[config.mk]
export PLATFORM = sky130hd
export DESIGN_NAME = run_detect_param
export DESIGN_NICKNAME = d
export VERILOG_FILES = /design/src/rtl/run_detect_param.sv
export SDC_FILE = /design/constraint.sdc
export NUM_CORES = 1
export LEC_CHECK = 0
export ABC_AREA = 1
export BUFFER_PORTS_ARGS = -buffer_cell sky130_fd_sc_hd__buf_2
export CORE_ASPECT_RATIO = 1.5
export CORE_MARGIN = 4
export CORE_UTILIZATION = 45
export CTS_BUF_LIST = sky130_fd_sc_hd__clkbuf_4
export CTS_CLUSTER_DIAMETER = 150
export DETAILED_ROUTE_END_ITERATION = 12
export PLACE_DENSITY = 0.66
export SYNTH_ARGS = -nofsm -noshare
export SYNTH_HDL_FRONTEND = slang
export SYNTH_SLANG_ARGS = --single-unit
[constraint.sdc]
create_clock -name clk -period 4.7 [get_ports clk]
set_input_delay 0.235 -clock clk [delete_from_list [all_inputs] [get_ports clk]]
set_output_delay 0.235 -clock clk [all_outputs]
set_load 0.01 [all_outputs]
[src/rtl/run_detect_param.sv]
// run_detect_param
//   Threshold run detector. A start strobe captures the current sample as
//   the threshold and latches the compare direction. The next NSAMP samples
//   are then compared against that threshold. The block counts runs of
//   consecutive hits that reach MIN_RUN and tracks the longest run. Results
//   are reported through a busy/done handshake.
//
//   Ports
//     clk      system clock; all state changes on the rising edge
//     rst_n    synchronous active-low reset
//     strt     start strobe; only sampled in IDLE
//     mode     0: hit when sig > thres, 1: hit when sig < thres (captured with strt)
//     sig      sample stream, one sample per clock
//     busy     high while a window is in progress
//     done     one-cycle pulse; n_runs/max_run are final while it is high
//     thres    captured threshold
//     n_runs   qualifying runs in the last window (saturating)
//     max_run  longest run of consecutive hits in the last window
//
//   state | meaning
//   ------+---------------------------------------------------------------
//   IDLE  | waiting for strt; results of the previous window are held
//   CMP   | evaluating one sample per clock; NSAMP samples in total
module run_detect_param #(
  parameter int DW      = 8,
  parameter int MIN_RUN = 5,
  parameter int NSAMP   = 16,
  parameter int CW      = 8,
  parameter int RW      = $clog2(NSAMP + 1)
) (
  input  logic          clk,
  input  logic          rst_n,
  input  logic          strt,
  input  logic          mode,
  input  logic [DW-1:0] sig,
  output logic          busy,
  output logic          done,
  output logic [DW-1:0] thres,
  output logic [CW-1:0] n_runs,
  output logic [RW-1:0] max_run
);

  typedef enum logic {
    IDLE = 1'b0,
    CMP  = 1'b1
  } state_t;

  localparam logic [RW-1:0] RUN_QUAL = RW'(MIN_RUN);
  localparam logic [RW-1:0] LAST_CNT = RW'(NSAMP - 1);
  localparam logic [CW-1:0] NRUN_MAX = {CW{1'b1}};

  state_t        state_q, state_d;
  logic          mode_q, mode_d;
  logic          busy_q, busy_d;
  logic          done_q, done_d;
  logic [DW-1:0] thres_q, thres_d;
  logic [CW-1:0] n_runs_q, n_runs_d;
  logic [RW-1:0] max_run_q, max_run_d;
  logic [RW-1:0] run_len_q, run_len_d;
  logic [RW-1:0] samp_cnt_q, samp_cnt_d;

  logic          hit;
  logic [RW-1:0] run_nxt;

  // Equality is never a hit in either direction; compare is unsigned.
  assign hit = mode_q ? (sig < thres_q) : (sig > thres_q);

  // run_len is bounded by NSAMP, which RW is sized to hold, so no wrap.
  assign run_nxt = run_len_q + RW'(1);

  always_comb begin
    state_d    = state_q;
    mode_d     = mode_q;
    busy_d     = busy_q;
    done_d     = 1'b0;
    thres_d    = thres_q;
    n_runs_d   = n_runs_q;
    max_run_d  = max_run_q;
    run_len_d  = run_len_q;
    samp_cnt_d = samp_cnt_q;

    case (state_q)
      IDLE: begin
        if (strt) begin
          thres_d    = sig;
          mode_d     = mode;
          n_runs_d   = '0;
          max_run_d  = '0;
          run_len_d  = '0;
          samp_cnt_d = '0;
          busy_d     = 1'b1;
          state_d    = CMP;
        end
      end

      CMP: begin
        samp_cnt_d = samp_cnt_q + RW'(1);
        if (hit) begin
          run_len_d = run_nxt;
          // A run is counted once, at the moment it reaches the qualifying
          // length; longer runs do not count again.
          if (run_nxt == RUN_QUAL && n_runs_q != NRUN_MAX) begin
            n_runs_d = n_runs_q + CW'(1);
          end
          if (run_nxt > max_run_q) begin
            max_run_d = run_nxt;
          end
        end else begin
          run_len_d = '0;
        end

        if (samp_cnt_q == LAST_CNT) begin
          samp_cnt_d = '0;
          busy_d     = 1'b0;
          done_d     = 1'b1;
          state_d    = IDLE;
        end
      end

      default: begin
        state_d = IDLE;
        busy_d  = 1'b0;
      end
    endcase
  end

  always_ff @(posedge clk) begin
    if (!rst_n) begin
      state_q    <= IDLE;
      mode_q     <= 1'b0;
      busy_q     <= 1'b0;
      done_q     <= 1'b0;
      thres_q    <= '0;
      n_runs_q   <= '0;
      max_run_q  <= '0;
      run_len_q  <= '0;
      samp_cnt_q <= '0;
    end else begin
      state_q    <= state_d;
      mode_q     <= mode_d;
      busy_q     <= busy_d;
      done_q     <= done_d;
      thres_q    <= thres_d;
      n_runs_q   <= n_runs_d;
      max_run_q  <= max_run_d;
      run_len_q  <= run_len_d;
      samp_cnt_q <= samp_cnt_d;
    end
  end

  assign busy    = busy_q;
  assign done    = done_q;
  assign thres   = thres_q;
  assign n_runs  = n_runs_q;
  assign max_run = max_run_q;

endmodule

==> metrics.txt <==
FF+latch count, synth 35; ratio of cells with drive above 1 in the final layout between 15 and 20%; top cells by area, synth dfxtp_1 35%, ha_1 11%, nand2_1 9.6%, a21oi_1 8.0%, inv_1 6.2%; Clk pin slew, worst setup/hold paths between 0.1 and 0.15 ns; P_sw ~180 µW; MaxCap Viol Count 0; Worst Reg-to-Reg Cells 15; die area 0.005580 mm²; clk buf depth 2; Post-Route Setup TNS 0 ns; gr ovfl total 0; initial antenna violation count 0; min setup slack post-route roughly 2.2 ns; Critical Path RT about 5 ns; Placer Congestion roughly 0.85; total CTS buffers 5; final instance area 0.002227 mm²; Power Dens Cells ~260 mW/mm²; DRT antenna net count 0; Lkg Pwr between 1 and 1.5 nW; WHS about 0.11 ns; clock skew just under 0.008 ns; Hold Vio Cnt, Final 0; CP Max Fanout 6; Max VDD drop around 210 µV; crit path capture type flip-flop; combinational fraction of design power between 10% and 20%; relative slew slack between 60% and 70%; max frequency 399.1 MHz; CTS resizes 0; Post-DP HPWL roughly 3.1 mm; Syn Nets roughly 290; most frequent cells in the layout 51 x nand2_1, 35 x dfxtp_1, 34 x buf_2; worst-path cell chain ha_1 -> nand3_1 -> xor2_4 -> inv_1 -> ha_1 -> nand2_1 -> nor2_1 -> nand2_1 -> nand3_1 -> nand2_1 -> nand2_1 -> nand3_1 -> inv_1 -> nor2_1 -> nor2_1; Syn. warnings 0; CP endpoint max_run[2]; first-pass GRT wire length approximately 6.8 mm; Initial Utilization 46.95%; drt initial violations 54; port bufs 34; post-route clock period utilization roughly 53%; CTS Sinks 35; dpl cell area approximately 0.0022 mm²; sequential fraction of the synthesis area 35.15%; reg2reg setup slack about 2.2 ns; RSZ-0062 raised after global routing false; share of the synthesized area in the top cell type a little over a third; Slew Viols, Final 0; CTS tree yes; CP Data Arrival Time 2.78 ns; post-DR wirelength/cell 11.66 µm; status completed; Worst R2R Start run_len_q[0]; largest net degree at the start of global routing 20; switching share of power between 30 and 40%; Post-Route WL 4.001 mm; # H-tree levels 2; commonest non-fill, non-tap cell in the layout nand2_1; final setup fails 0; worst hold-check path type input port to flip-flop; worst slack, placed about 2.2 ns; Avg Cell Area, Syn about 7.6 µm²; Reg2Reg Capture Point max_run[2]; DRC errors left 0; most frequent CP cell nand2_1; NumNets Final approximately 330; Storage cell area around 700 µm²; number of core rows 29; Multi-input gate area between 0.001 and 0.0015 mm²; final core occ 52.46%; Post-CTS Setup Bufs 0; hold path cells 3; CTS root buf clkbuf_4; cell internal pwr approximately 400 µW; clk_lat worst skew about 0.33 ns; CP Launch Point run_len_q[0]; Hold Buf Count CTS 0; io pins 35; vias in the first global route between 1500 and 2000; total number of vias between 1500 and 2000; global-route usage over all layers 15.41%; Crit Path Class flip-flop to flip-flop; die width 62.34 µm; cell taking the most area after synthesis dfxtp_1; Synth cell types 31; routed vias/inst approximately 5.0; Synth-to-Final Area Change 11.74%; Worst Max-Slew Pin Slew ~0.56 ns; TritonRoute pass-1 iters 4; Post-Syn Area approximately 0.002 mm²; core box area 0.004245 mm²; Die Span Y around 90 µm; number of diodes 0; Synth Instances between 200 and 300; Final Critical Period 2.506 ns; CP Launch Type flip-flop; crit path max-delay cell type dfxtp_1; FILL cells between 400 and 500; part of the power in the clock network a little over a quarter; max incr delay on CP 0.43 ns; share of power burned in registers a little over half
==> critical path, delay by kind of cell, from the launching register on <==
kind	cells	cell delay, ns
simple gates	10	1.09
flops	1	0.43
xor+xnor	1	0.23
fa+ha+maj	2	0.54
buf+inv	2	0.19
==> metrics by stage <==
| step | instances | total power [mW] |
|---|---|---|
| after detailed placement | 336 | 0.4402 |
| after global placement | 336 | 0.4390 |
| final | 343 | 0.5856 |
| after global routing | 343 | 0.6268 |
| after floorplan | 262 | 0.4095 |
| after CTS | 343 | 0.5958 |
==> cell type report <==
| cell class | count | area share [%] |
|---|---|---|
| Multi-Input combinational cell | 187 | 50.51 |
| Sequential cell | 35 | 31.46 |
| Timing Repair Buffer | 34 | 7.640 |
| Inverter | 34 | 5.730 |
| Tap cell | 46 | 2.584 |
| Clock buffer | 5 | 1.685 |
| Clock inverter | 2 | 0.3933 |
==> metal layers <==
metal | share of wire, % | routed length [µm] | GRT usage (%)
met5 | 0 | 0 | 0
met4 | 2.1 | 85 | 7.529
met3 | 4.8 | 191 | 4.151
met2 | 53 | 2108 | 30.57
met1 | 40 | 1615 | 14.41
==> cell families after synthesis <==
family                   synth area share (%)
flip-flops                              35.15
AO/OA/AOI/OAI                           12.37
AND/OR/NAND/NOR                         27.75
adder cells (fa/ha/maj)                 10.67
XOR/XNOR                                5.650
buffers and inverters                   8.411
==> sequential cells by signal, summed over array words and instances, names as in the netlist <==
| register | cells |
|---|---|
| busy | 1 |
| state_q | 1 |
| done | 1 |
| thres | 8 |
| run_len_q | 5 |
| mode_q | 1 |
| n_runs | 8 |
| samp_cnt_q | 5 |
| max_run | 5 |
==> cells in the mapped netlist <==
master     n
a21o_1     1
nand2_2    2
clkinv_1   1
xor2_4     1
a21oi_1   32
nand4_1    6
o2111a_1   1
or2_2      1
dfxtp_1   35
nor3_1     1
nand2_1   51
xor2_1     6
nand3_1   16
clkbuf_8   1
xor2_2     2
nand3b_1   4
nor2_8     1
nand3_2    1
nor2_1    27
buf_4      2
o21ai_0    9
nand2_4    2
inv_1     33
o211ai_1   1
nand3_4    1
ha_1      17
and2_2     1
nor2_4     1
clkbuf_1   3
a211oi_1   1
o21bai_1   1
==> how the worst min path moves through the flow <==
stage                  start       end
global route            mode    mode_q
global placement    thres[4]  thres[4]
floorplan               mode    mode_q
finish                  mode    mode_q
detailed placement      mode    mode_q
CTS                     mode    mode_q
==> power groups by stage <==
stage / combinational, mW / sequential, mW / clock (mW)
final: 0.112 / 0.320 / 0.153
after global routing: 0.132 / 0.322 / 0.173
after CTS: 0.114 / 0.320 / 0.161
after detailed placement: 0.113 / 0.327 / 0
after global placement: 0.112 / 0.327 / 0
after floorplan: 0.0807 / 0.329 / 0
(Power assumes the default switching activity.)
